**config.mk**
```make
export PLATFORM = sky130hd
export DESIGN_NAME = uart_rx_deserializer
export DESIGN_NICKNAME = d
export VERILOG_FILES = /design/src/rtl/uart_rx_deserializer.sv
export SDC_FILE = /design/constraint.sdc
export NUM_CORES = 1
export LEC_CHECK = 0
export CAP_MARGIN = 15
export CORE_UTILIZATION = 45
export DETAILED_ROUTE_END_ITERATION = 8
export PLACE_DENSITY_LB_ADDON = 0.05
export SYNTH_ARGS = -nofsm -noshare
export SYNTH_HDL_FRONTEND = slang
export SYNTH_SLANG_ARGS = --single-unit
export TNS_END_PERCENT = 1
```
**constraint.sdc**
```tcl
create_clock -name i_clock -period 6.7 [get_ports i_clock]
set_input_delay 1.34 -clock i_clock [delete_from_list [all_inputs] [get_ports i_clock]]
set_output_delay 1.34 -clock i_clock [all_outputs]
set_load 0.05 [all_outputs]
```
**src/rtl/uart_rx_deserializer.sv**
```systemverilog
// -----------------------------------------------------------------------------
// uart_rx_deserializer
//
// UART receiver. It turns the asynchronous serial RX line into parallel bytes
// with a single-cycle valid strobe. The block contains:
//   - a two-flop input synchronizer,
//   - a free-running oversampling tick generator,
//   - a frame FSM (8N1 by default).
// o_data / o_data_valid feed i_uart_data / i_uart_data_valid of the downstream
// UART-to-ALU interface FSM.
//
// Optional feature macro: UART_RX_PARITY_EN
//   defined   : a PARITY state sits between DATA and STOP. PARITY_ODD selects
//               even (0) or odd (1) parity.
//   undefined : the frame has no parity bit and o_parity_error is tied to 0.
//
// Parameters:
//   NB_DATA        data bits per frame, sent LSB first
//   CLKS_PER_TICK  clock cycles per oversample tick
//   N_OVERSAMPLE   ticks per bit period (even, >= 4)
//   NB_TICK_CNT    tick divider width, 2**NB_TICK_CNT >= CLKS_PER_TICK
//   PARITY_ODD     0 = even parity, 1 = odd parity
//
// Ports:
//   i_clock         system clock, rising edge
//   i_reset         asynchronous active-high reset
//   i_rx            serial line, idle high, asynchronous to i_clock
//   o_data          last correctly received byte (held between frames)
//   o_data_valid    one-cycle pulse when o_data is updated
//   o_frame_error   one-cycle pulse when the stop bit samples 0
//   o_parity_error  one-cycle pulse on parity mismatch
// -----------------------------------------------------------------------------
module uart_rx_deserializer #(
    parameter int NB_DATA       = 8,
    parameter int CLKS_PER_TICK = 326,
    parameter int N_OVERSAMPLE  = 16,
    parameter int NB_TICK_CNT   = 9,
    parameter int PARITY_ODD    = 0
) (
    input  logic               i_clock,
    input  logic               i_reset,
    input  logic               i_rx,
    output logic [NB_DATA-1:0] o_data,
    output logic               o_data_valid,
    output logic               o_frame_error,
    output logic               o_parity_error
);

    localparam int NB_SAMPLE_CNT = $clog2(N_OVERSAMPLE);
    localparam int NB_BIT_CNT    = $clog2(NB_DATA) + 1;

    localparam logic [NB_TICK_CNT-1:0]   TICK_LAST   = NB_TICK_CNT'(CLKS_PER_TICK - 1);
    localparam logic [NB_TICK_CNT-1:0]   TICK_ZERO   = NB_TICK_CNT'(0);
    localparam logic [NB_TICK_CNT-1:0]   TICK_ONE    = NB_TICK_CNT'(1);
    localparam logic [NB_SAMPLE_CNT-1:0] SAMPLE_MID  = NB_SAMPLE_CNT'(N_OVERSAMPLE / 2 - 1);
    localparam logic [NB_SAMPLE_CNT-1:0] SAMPLE_LAST = NB_SAMPLE_CNT'(N_OVERSAMPLE - 1);
    localparam logic [NB_SAMPLE_CNT-1:0] SAMPLE_ZERO = NB_SAMPLE_CNT'(0);
    localparam logic [NB_SAMPLE_CNT-1:0] SAMPLE_ONE  = NB_SAMPLE_CNT'(1);
    localparam logic [NB_BIT_CNT-1:0]    BIT_LAST    = NB_BIT_CNT'(NB_DATA - 1);
    localparam logic [NB_BIT_CNT-1:0]    BIT_ZERO    = NB_BIT_CNT'(0);
    localparam logic [NB_BIT_CNT-1:0]    BIT_ONE     = NB_BIT_CNT'(1);
    localparam logic [NB_DATA-1:0]       DATA_ZERO   = NB_DATA'(0);

    // Reject configurations the counters cannot represent.
    if ((N_OVERSAMPLE < 4) || ((N_OVERSAMPLE % 2) != 0) ||
        ((2 ** NB_TICK_CNT) < CLKS_PER_TICK) ||
        (PARITY_ODD < 0) || (PARITY_ODD > 1)) begin : g_bad_cfg
        $error("uart_rx_deserializer: invalid parameter combination");
    end

`ifdef UART_RX_PARITY_EN
    typedef enum logic [2:0] {
        ST_IDLE   = 3'd0,
        ST_START  = 3'd1,
        ST_DATA   = 3'd2,
        ST_PARITY = 3'd3,
        ST_STOP   = 3'd4
    } state_t;

    // Expected parity bit for a received data word.
    function automatic logic parity_expected(input logic [NB_DATA-1:0] data);
        return (^data) ^ PARITY_ODD[0];
    endfunction
`else
    typedef enum logic [1:0] {
        ST_IDLE  = 2'd0,
        ST_START = 2'd1,
        ST_DATA  = 2'd2,
        ST_STOP  = 2'd3
    } state_t;
`endif

    logic                     rx_meta_r;
    logic                     rx_sync_r;
    logic                     rx_s;
    logic [NB_TICK_CNT-1:0]   tick_cnt_r;
    logic                     tick_s;

    state_t                   state_r,      state_next_s;
    logic [NB_SAMPLE_CNT-1:0] sample_cnt_r, sample_cnt_next_s;
    logic [NB_BIT_CNT-1:0]    bit_cnt_r,    bit_cnt_next_s;
    logic [NB_DATA-1:0]       shift_r,      shift_next_s;
    logic [NB_DATA-1:0]       data_r,       data_next_s;
    logic                     valid_r,      valid_next_s;
    logic                     ferr_r,       ferr_next_s;
`ifdef UART_RX_PARITY_EN
    logic                     parity_bit_r, parity_bit_next_s;
    logic                     perr_r,       perr_next_s;
`endif

    // Two-flop synchronizer; flops reset to the idle (high) line level.
    always_ff @(posedge i_clock or posedge i_reset) begin
        if (i_reset) begin
            rx_meta_r <= 1'b1;
            rx_sync_r <= 1'b1;
        end else begin
            rx_meta_r <= i_rx;
            rx_sync_r <= rx_meta_r;
        end
    end

    assign rx_s = rx_sync_r;

    // Free-running oversample tick divider, active in every FSM state.
    always_ff @(posedge i_clock or posedge i_reset) begin
        if (i_reset) begin
            tick_cnt_r <= TICK_ZERO;
        end else if (tick_cnt_r == TICK_LAST) begin
            tick_cnt_r <= TICK_ZERO;
        end else begin
            tick_cnt_r <= tick_cnt_r + TICK_ONE;
        end
    end

    assign tick_s = (tick_cnt_r == TICK_LAST);

    // Frame FSM next-state and output decode; only tick cycles advance it.
    always_comb begin
        state_next_s      = state_r;
        sample_cnt_next_s = sample_cnt_r;
        bit_cnt_next_s    = bit_cnt_r;
        shift_next_s      = shift_r;
        data_next_s       = data_r;
        valid_next_s      = 1'b0;
        ferr_next_s       = 1'b0;
`ifdef UART_RX_PARITY_EN
        parity_bit_next_s = parity_bit_r;
        perr_next_s       = 1'b0;
`endif
        if (tick_s) begin
            case (state_r)
                ST_IDLE: begin
                    sample_cnt_next_s = SAMPLE_ZERO;
                    bit_cnt_next_s    = BIT_ZERO;
                    if (!rx_s) begin
                        state_next_s = ST_START;
                    end else begin
                        state_next_s = ST_IDLE;
                    end
                end
                // Re-check the line half a bit in; a high level here is a glitch.
                ST_START: begin
                    if (sample_cnt_r == SAMPLE_MID) begin
                        sample_cnt_next_s = SAMPLE_ZERO;
                        if (!rx_s) begin
                            state_next_s = ST_DATA;
                        end else begin
                            state_next_s = ST_IDLE;
                        end
                    end else begin
                        sample_cnt_next_s = sample_cnt_r + SAMPLE_ONE;
                    end
                end
                // Sampling is phase-aligned to mid-bit by the START half-bit wait.
                ST_DATA: begin
                    if (sample_cnt_r == SAMPLE_LAST) begin
                        sample_cnt_next_s = SAMPLE_ZERO;
                        shift_next_s      = {rx_s, shift_r[NB_DATA-1:1]};
                        if (bit_cnt_r == BIT_LAST) begin
                            bit_cnt_next_s = BIT_ZERO;
`ifdef UART_RX_PARITY_EN
                            state_next_s   = ST_PARITY;
`else
                            state_next_s   = ST_STOP;
`endif
                        end else begin
                            bit_cnt_next_s = bit_cnt_r + BIT_ONE;
                        end
                    end else begin
                        sample_cnt_next_s = sample_cnt_r + SAMPLE_ONE;
                    end
                end
`ifdef UART_RX_PARITY_EN
                ST_PARITY: begin
                    if (sample_cnt_r == SAMPLE_LAST) begin
                        sample_cnt_next_s = SAMPLE_ZERO;
                        parity_bit_next_s = rx_s;
                        state_next_s      = ST_STOP;
                    end else begin
                        sample_cnt_next_s = sample_cnt_r + SAMPLE_ONE;
                    end
                end
`endif
                // Frame error outranks parity error; outputs are mutually exclusive.
                ST_STOP: begin
                    if (sample_cnt_r == SAMPLE_LAST) begin
                        sample_cnt_next_s = SAMPLE_ZERO;
                        state_next_s      = ST_IDLE;
                        if (!rx_s) begin
                            ferr_next_s = 1'b1;
`ifdef UART_RX_PARITY_EN
                        end else if (parity_bit_r != parity_expected(shift_r)) begin
                            perr_next_s = 1'b1;
`endif
                        end else begin
                            data_next_s  = shift_r;
                            valid_next_s = 1'b1;
                        end
                    end else begin
                        sample_cnt_next_s = sample_cnt_r + SAMPLE_ONE;
                    end
                end
                default: begin
                    state_next_s      = ST_IDLE;
                    sample_cnt_next_s = SAMPLE_ZERO;
                    bit_cnt_next_s    = BIT_ZERO;
                end
            endcase
        end else begin
            state_next_s = state_r;
        end
    end

    // FSM state, counters, shift register and registered outputs.
    always_ff @(posedge i_clock or posedge i_reset) begin
        if (i_reset) begin
            state_r      <= ST_IDLE;
            sample_cnt_r <= SAMPLE_ZERO;
            bit_cnt_r    <= BIT_ZERO;
            shift_r      <= DATA_ZERO;
            data_r       <= DATA_ZERO;
            valid_r      <= 1'b0;
            ferr_r       <= 1'b0;
`ifdef UART_RX_PARITY_EN
            parity_bit_r <= 1'b0;
            perr_r       <= 1'b0;
`endif
        end else begin
            state_r      <= state_next_s;
            sample_cnt_r <= sample_cnt_next_s;
            bit_cnt_r    <= bit_cnt_next_s;
            shift_r      <= shift_next_s;
            data_r       <= data_next_s;
            valid_r      <= valid_next_s;
            ferr_r       <= ferr_next_s;
`ifdef UART_RX_PARITY_EN
            parity_bit_r <= parity_bit_next_s;
            perr_r       <= perr_next_s;
`endif
        end
    end

    assign o_data        = data_r;
    assign o_data_valid  = valid_r;
    assign o_frame_error = ferr_r;
`ifdef UART_RX_PARITY_EN
    assign o_parity_error = perr_r;
`else
    assign o_parity_error = 1'b0;
`endif

endmodule

```
Word level (Yosys, flattened, before mapping)

Index checks and enable logic that the tools add are counted.

Add/sub/neg operators: 3
$mul: 0
Div/mod/pow operators: 0
Magnitude comparators: 0
Equality and inequality tests: 11
Shift-type cells: 0
Mux-type cells: 22
Bitwise operators: 0
Reductions and logical operators: 7

Operators with widths:

| cell                | number |
|---|---|
| $mux 4              | 4 |
| $pmux 4 s3          | 1 |
| $mux 2              | 5 |
| $add 9x1->9 const B | 1 |
| $eq 9x9->1 const B  | 1 |
| $mux 1              | 9 |
| $mux 9              | 1 |
| $add 4x1->4 const B | 2 |
| $eq 4x3->1 const B  | 2 |
| $ne 2x2->1 const B  | 4 |
| $pmux 2 s4          | 1 |
| $pmux 4 s2          | 1 |
| $reduce_and 3->1    | 2 |
| $reduce_and 5->1    | 1 |
| $eq 2x2->1 const B  | 2 |
| $eq 4x4->1 const B  | 1 |
| $reduce_and 4->1    | 1 |
| $eq 2x1->1 const B  | 1 |
| $logic_not 2->1     | 1 |
| $reduce_bool 2->1   | 1 |
| $reduce_or 2->1     | 1 |

Register bits: 39
Latch bits: 0
RAM bits: 0
ROM bits: 0
Input port bits: 3
Output and inout bits: 11
Word-level logic and storage cells: 53
Memories kept: 0

Logic depth before layout (Yosys ltp)

Gate-level depths: netlist (run 1).

Depth in word-level cells: 4
Mapped depth: 7
Depth with buffers taken out: 6

Worst setup path before layout (run 1)

Ideal clock, no wire load.

Path type: reg-to-reg
Start: reg tick_cnt_r[4]
End: reg data_r[0] (netlist: o_data[0])
Setup time: 0.125 ns
Data arrival time: 2.104 ns
Required time: 6.575 ns
Slack: 4.472 ns
Cell stages (with the launch flop): 6
Buffers on the path: 1
Period minus slack after synthesis: 2.228 ns
Cells stage by stage: dfrtp_1 or4b_4 or2_0 buf_6 nor4_4 mux2_2

Word-level cells in the longest chain between the ends: 2

RTL lines:

| element                           | RTL line | RTL |
|---|---|---|
| from (decl)                       | 96       | `logic [NB_TICK_CNT-1:0] tick_cnt_r;` |
| from (signal assigned)            | 131      | `tick_cnt_r <= tick_cnt_r + TICK_ONE;` |
| $eq 9x9->1                        | 135      | `assign tick_s = (tick_cnt_r == TICK_LAST);` |
| $reduce_and 4->1 (no source line) | --       |  |
| to (signal assigned)              | 253      | `data_r <= data_next_s;` |
| to (decl)                         | 103      | `logic [NB_DATA-1:0] data_r, data_next_s;` |

Every way passes these cells.
A chain may end at the register's enable or synchronous reset.

Final worst setup path (run 1)

Start: reg data_r[2] (netlist: o_data[2])
End: out o_data[2]

RTL lines:

| element   | RTL line | RTL |
|---|---|---|
| to (decl) | 43       | `output logic [NB_DATA-1:0] o_data,` |

No word-level cell between the ends.

==> results of run 1 <==
==> layout by cell type, fill, tap and decap left out, drive strengths merged, types with 2 or more instances in the layout <==
cell           count
clkdlybuf4s50     12
nand3             11
xnor2              4
mux2              17
o21ai             10
nand2              8
nor2b              3
xor2               3
a31oi              2
dfrtp             37
a21oi              3
nor2              11
clkbuf             7
nor3               2
inv                7
dfstp              2
ha                 4
and3               5
==> worst paths after layout <==
kind | from | to | slack (ps) | cells past startpoint
max | o_data[2]$_DFFE_PP0P_ | o_data[2] | 3920 | 1
min | rx_meta_r$_DFF_PP1_ | rx_s$_DFF_PP1_ | 360 | 0
max reg2reg | tick_cnt_r[4]$_DFF_PP0_ | o_data[1]$_DFFE_PP0P_ | 4190 | 4
min reg2reg | rx_meta_r$_DFF_PP1_ | rx_s$_DFF_PP1_ | 360 | 0
max in group asynchronous | i_reset | rx_meta_r$_DFF_PP1_ | 4650 | 3
min in group asynchronous | i_reset | o_data[7]$_DFFE_PP0P_ | 1310 | 2
==> per-layer routing <==
| layer | global-route usage, % | vias to the layer above | share of wire (%) |
|---|---|---|---|
| met3 | 5.810 | 5 | 3.0 |
| met5 | 0 | - | 0 |
| met1 | 21.82 | 550 | 48 |
| met4 | 5.833 | 0 | 1.6 |
| li1 | - | 545 | - |
| met2 | 26.71 | 17 | 47 |
==> power by group through the flow <==
stage,clock network (mW),registers (mW),logic (mW)
detailed placement,0,0.241,0.00841
global route,0.191,0.237,0.00945
finish,0.174,0.237,0.00806
global placement,0,0.241,0.00833
CTS,0.180,0.237,0.00845
floorplan,0,0.241,0.00589
==> cell type report <==
cell class                 instances  area (um2)  share of cell area, %
clock buffer                       7       96.34                  4.804
clock inverter                     1       7.507                 0.3743
inverter                           7       26.28                  1.310
multi-input combinational         98       709.4                  35.37
sequential                        39       978.4                  48.78
tap                               48       60.06                  2.994
timing repair buffer              13       127.6                  6.363
==> metrics by stage <==
stage          hold WS, ps  utilization, %  instances
2_1_floorplan        345.2               -        151
5_1_grt              368.2           53.97        213
3_5_place_dp         351.3           51.18        205
3_3_place_gp         345.8           51.18        205
4_1_cts              364.0           53.97        213
6_report             358.2           53.97        213
==> cell families (layout without fill, tap and decap cells) <==
kind of cell             count (synthesis)  count (layout)  synth area share (%)
AND/OR/NAND/NOR                         48              48                 15.51
adder cells (fa/ha/maj)                  4               4                 2.833
buffers and inverters                   14              28                 4.461
XOR/XNOR                                 7               7                 3.470
flip-flops                              39              39                 55.38
other                                    1               1                0.2123
AO/OA/AOI/OAI                           21              21                 7.295
multiplexers                            17              17                 10.84
==> sequential cells by signal, indices dropped and copies added, names as in the netlist, named ones only <==
signal and count:
o_data 8, o_frame_error 1, bit_cnt_r 4, sample_cnt_r 4, o_data_valid 1, rx_s 1
rx_meta_r 1, shift_r 8, tick_cnt_r 9, state_r 1
==> results.yml, run 1 <==
run_status:
  status: "finished, final reports clean"
yosys:
  ys_ff_latch: 39
  synth_top_cells_by_area: "dfrtp_1, mux2_2, nand3_1"
  syn-num-nets: 158
  synthArstFlopShare_pct: 100.0
  ys_seq_area_share_pct: 55.38
  synth_top_area_share_pct: 52.41
  synthMostInstantiatedCell: "dfrtp_1"
  synth_edf_count: 0
  synth_ff_type: "dfrtp_1"
  syn_inst: 151
  avgSynthCellArea_um2: 11.70
  synth_top_area_cell: "dfrtp_1"
  synth_common_cells: "dfrtp_1, mux2_2, nand3_1, nor2_1, o21ai_0"
  synth_warnings: 0
  synth_cell_types: 38
  netlist_area_um2: 1767
die:
  die_w_um: 64.66
  start_util_pct: 47.54
  dieArea_um2: 4180
  design.core.area_um2: 3716
  std_cell_rows: 22
  die_height_um: 64.66
  ios: 14
timing:
  fmax_ghz: 0.3592
  setup_violations: 0
  tightest_slew_ps: 687.4
  relSlewSlack_pct: 54.01
  rsz0062_at_grt: "no"
  slew_viol_final: 0
  setup_ws_ps: 3916
  period_needed_ps: 2784
  tns_ps: 0
  fin_worst_skew_ps: 4.078
  hold_viol_final: 0
  post-route-period-util_pct: 41.55
clocking:
  cts_root_buf: "clkbuf_8"
  clock_latency_ps: 290
  post_cts_resized: 0
  numCtsBuffers: 5
  cts_max_level: 2
  post_cts_buffers: 0
  path_clk_slew_ps: 70
  clock_path_buffers: 2
  cts_tree: "built"
  hold_buffers: 0
  cts.sinks: 39
detailed_routing:
  drc: 0
  first_pass_iters: 4
  wl_per_cell_um: 13.77
  vias: 1117
  drtAntennaViolNets: 0
  drt_wl_total_um: 2934
  drt_iter0_drc: 64
  vias_per_cell: 5.244
power:
  power_uw: 418.5
  p_int_uw: 331.7
  vdd_drop_max_mv: 0.1544
  cellLeakagePower_nw: 0.9145
  clock_power_share_pct: 41.5
  powerDensity_nw_per_um2: 208.6
  combinationalPowerShare_pct: 1.9
  pwr-share-seq_pct: 56.6
  p_sw_share_pct: 20.74
  switchingPower_uw: 86.79
critical_path:
  crit_fanout: 2
  critical_path_arrival_ps: 1440
  worst_path_largest_cell_delay_ps: 800
  crit_buf_inv: 1
  startpoint_type: "flop"
  cpLargestDelayFamily: "buffers and inverters"
  cp_cell_sequence: "clkdlybuf4s50_1"
  crit_type: "flop to output port"
  crit_path_end_kind: "output port"
  cp_slowest_cell: "clkdlybuf4s50_1"
  worstPathRequired_ps: 5360
global_routing:
  grt_pass1_wl_um: 5285
  grt.total_usage_pct: 16.98
  grt_pass1_vias: 1139
  grt_start_max_net_pins: 31
  grt-ovfl-total: 0
  antenna_found_initial: 0
placement:
  preCtsSetupSlack_ps: 4193
  place.gp.congestion: 0.7857
  placed_cell_area_um2: 1902
  io_buffer_count: 12
  dp_hpwl_um: 2045
cells_and_area:
  n_antenna_cell: 0
  syn2layout_area_growth_pct: 13.53
  fin_nets: 171
  drive_above_1_share_pct: 20.00
  fillers: 342
  design_area_um2: 2006
min_path:
  min_path_type: "flop to flop"
job:
  max-cap-violations: 0
(Power assumes the default switching activity.)
==> run 2: changes to the inputs <==
==> constraint.sdc (replaced) <==
create_clock -name i_clock -period 2.55 [get_ports i_clock]
set_input_delay 0.51 -clock i_clock [delete_from_list [all_inputs] [get_ports i_clock]]
set_output_delay 0.51 -clock i_clock [all_outputs]
set_load 0.05 [all_outputs]
==> results.yml, run 2 (same netlist as run 1, synthesis figures left out) <==
global_routing:
  grt-ovfl-total: 0
  grt_pass1_vias: 1220
  grt_pass1_wl_um: 5637
  antenna_found_initial: 0
  grt_start_max_net_pins: 40
  grt.total_usage_pct: 17.93
cells_and_area:
  drive_above_1_share_pct: 20.24
  largest_reg_flops: 9
  syn2layout_area_growth_pct: 14.94
  design_area_um2: 2031
  max_flop_register: "tick_cnt_r"
  n_antenna_cell: 0
  final_cell_mix: "dfrtp_1, mux2_2, clkdlybuf4s50_1, nand3_1"
  fin_nets: 174
  utilization_pct: 54.65
  final_common_cell: "dfrtp_1"
  fillers: 342
critical_path:
  worstPathRequired_ps: 2720
  startpoint_type: "flop"
  crit_type: "flop to flop"
  cp-startpoint: "tick_cnt_r[4]$_DFF_PP0_"
  timing.rr.start: "tick_cnt_r[4]$_DFF_PP0_"
  crit_fanout: 8
  crit_path_end_kind: "flop"
  critical_path_arrival_ps: 2360
  reg2reg_setup_slack_ps: 360
power:
  vdd_drop_max_mv: 0.3500
  powerDensity_nw_per_um2: 563.9
  power_mw: 1.145
  cellLeakagePower_nw: 0.9315
timing:
  fin_worst_skew_ps: 8.542
  post-route-period-util_pct: 85.81
  relSlewSlack_pct: 66.43
  fmax_ghz: 0.4570
  rsz0062_at_grt: "no"
  tightest_slew_ps: 502.0
  worst_hold_slack_ps: 360.3
  hold_viol_final: 0
  tns_ps: 0
  period_needed_ps: 2188
  slew_viol_final: 0
  setup_violations: 0
clocking:
  hold_buffers: 0
  cts_root_buf: "clkbuf_8"
  cts_max_level: 2
  post_cts_resized: 0
  numCtsBuffers: 5
  cts.sinks: 39
  clock_path_buffers: 2
  post_cts_buffers: 0
  clock_latency_ps: 290
  path_clk_slew_ps: 80
  cts_tree: "built"
die:
  die_height_um: 64.66
  std_cell_rows: 22
  ios: 14
  design.core.area_um2: 3716
  start_util_pct: 47.54
  dieArea_um2: 4180
  die_w_um: 64.66
placement:
  placed_cell_area_um2: 1924
  dp_hpwl_um: 2023
  place.gp.congestion: 0.8084
  io_buffer_count: 12
min_path:
  min_path_type: "flop to flop"
  holdCritStartpoint: "rx_meta_r$_DFF_PP1_"
detailed_routing:
  first_pass_iters: 4
  drc: 0
  drt_wl_total_um: 2974
  vias_per_cell: 5.278
  wl_per_cell_um: 13.77
  drtAntennaViolNets: 0
  drt_iter0_drc: 42
  vias: 1140
job:
  max-cap-violations: 0
run_status:
  status: "finished, final reports clean"
## run 2: cell types whose count changed in the layout (fill, tap and decap cells not counted), sizes merged
cell	previous run	this run
buf	1	4
clkinvlp	1	0
bufinv	0	1
## run 2: metal layers
metal | share of wire (%) | track usage (%)
met1 | 50 | 25.44
met2 | 45 | 26.45
met3 | 3.1 | 4.930
met4 | 1.1 | 6.111
met5 | 0 | 0
## run 2: worst max-delay path: stages, from the launching register on
cell and delay [ps]:
dfrtp_1 430, or4b_4 570, or3_1 460, nor2_4 240
mux2_2 370
## run 2: power by group
part           switching (mW)  internal [mW]
combinational          0.0168        0.00463
sequential           0.000859          0.621
clock                   0.209          0.293
## run 2: area by class of cell
class | instances | area (um2) | area share (%)
Timing Repair Buffer | 16 | 150.1 | 7.394
Clock inverter | 1 | 30.03 | 1.479
Tap cell | 48 | 60.06 | 2.957
Clock buffer | 7 | 76.32 | 3.758
Multi-Input combinational cell | 98 | 709.4 | 34.94
Inverter | 7 | 26.28 | 1.294
Sequential cell | 39 | 978.4 | 48.18
## run 2: path summary, 6_finish.rpt
path,endpoint,cells past startpoint
min in group asynchronous,tick_cnt_r[4]$_DFF_PP0_,3
worst min-delay path,rx_s$_DFF_PP1_,0
worst max-delay path,shift_r[4]$_DFFE_PP0P_,4
worst max register to register,shift_r[4]$_DFFE_PP0P_,4
worst min register to register,rx_s$_DFF_PP1_,0
max in group asynchronous,rx_s$_DFF_PP1_,3
## run 2: per-stage QoR
stage / std cells / setup WS [ps]
after floorplan: 151 / 321.8
after global placement: 208 / 402.1
final: 216 / 361.9
after global routing: 216 / 259.7
after detailed placement: 208 / 382.9
after CTS: 216 / 356.6
==> run 3: changes to the inputs <==
--- a/config.mk
+++ b/config.mk
@@ -5,7 +5,7 @@
 export SDC_FILE = /design/constraint.sdc
 export NUM_CORES = 1
 export LEC_CHECK = 0
-export CAP_MARGIN = 15
+export CAP_MARGIN = 40
 export CORE_UTILIZATION = 45
 export DETAILED_ROUTE_END_ITERATION = 8
 export PLACE_DENSITY_LB_ADDON = 0.05
==> results of run 3 <==
No change in the layout: final DEF, timing and power equal those of run 2.
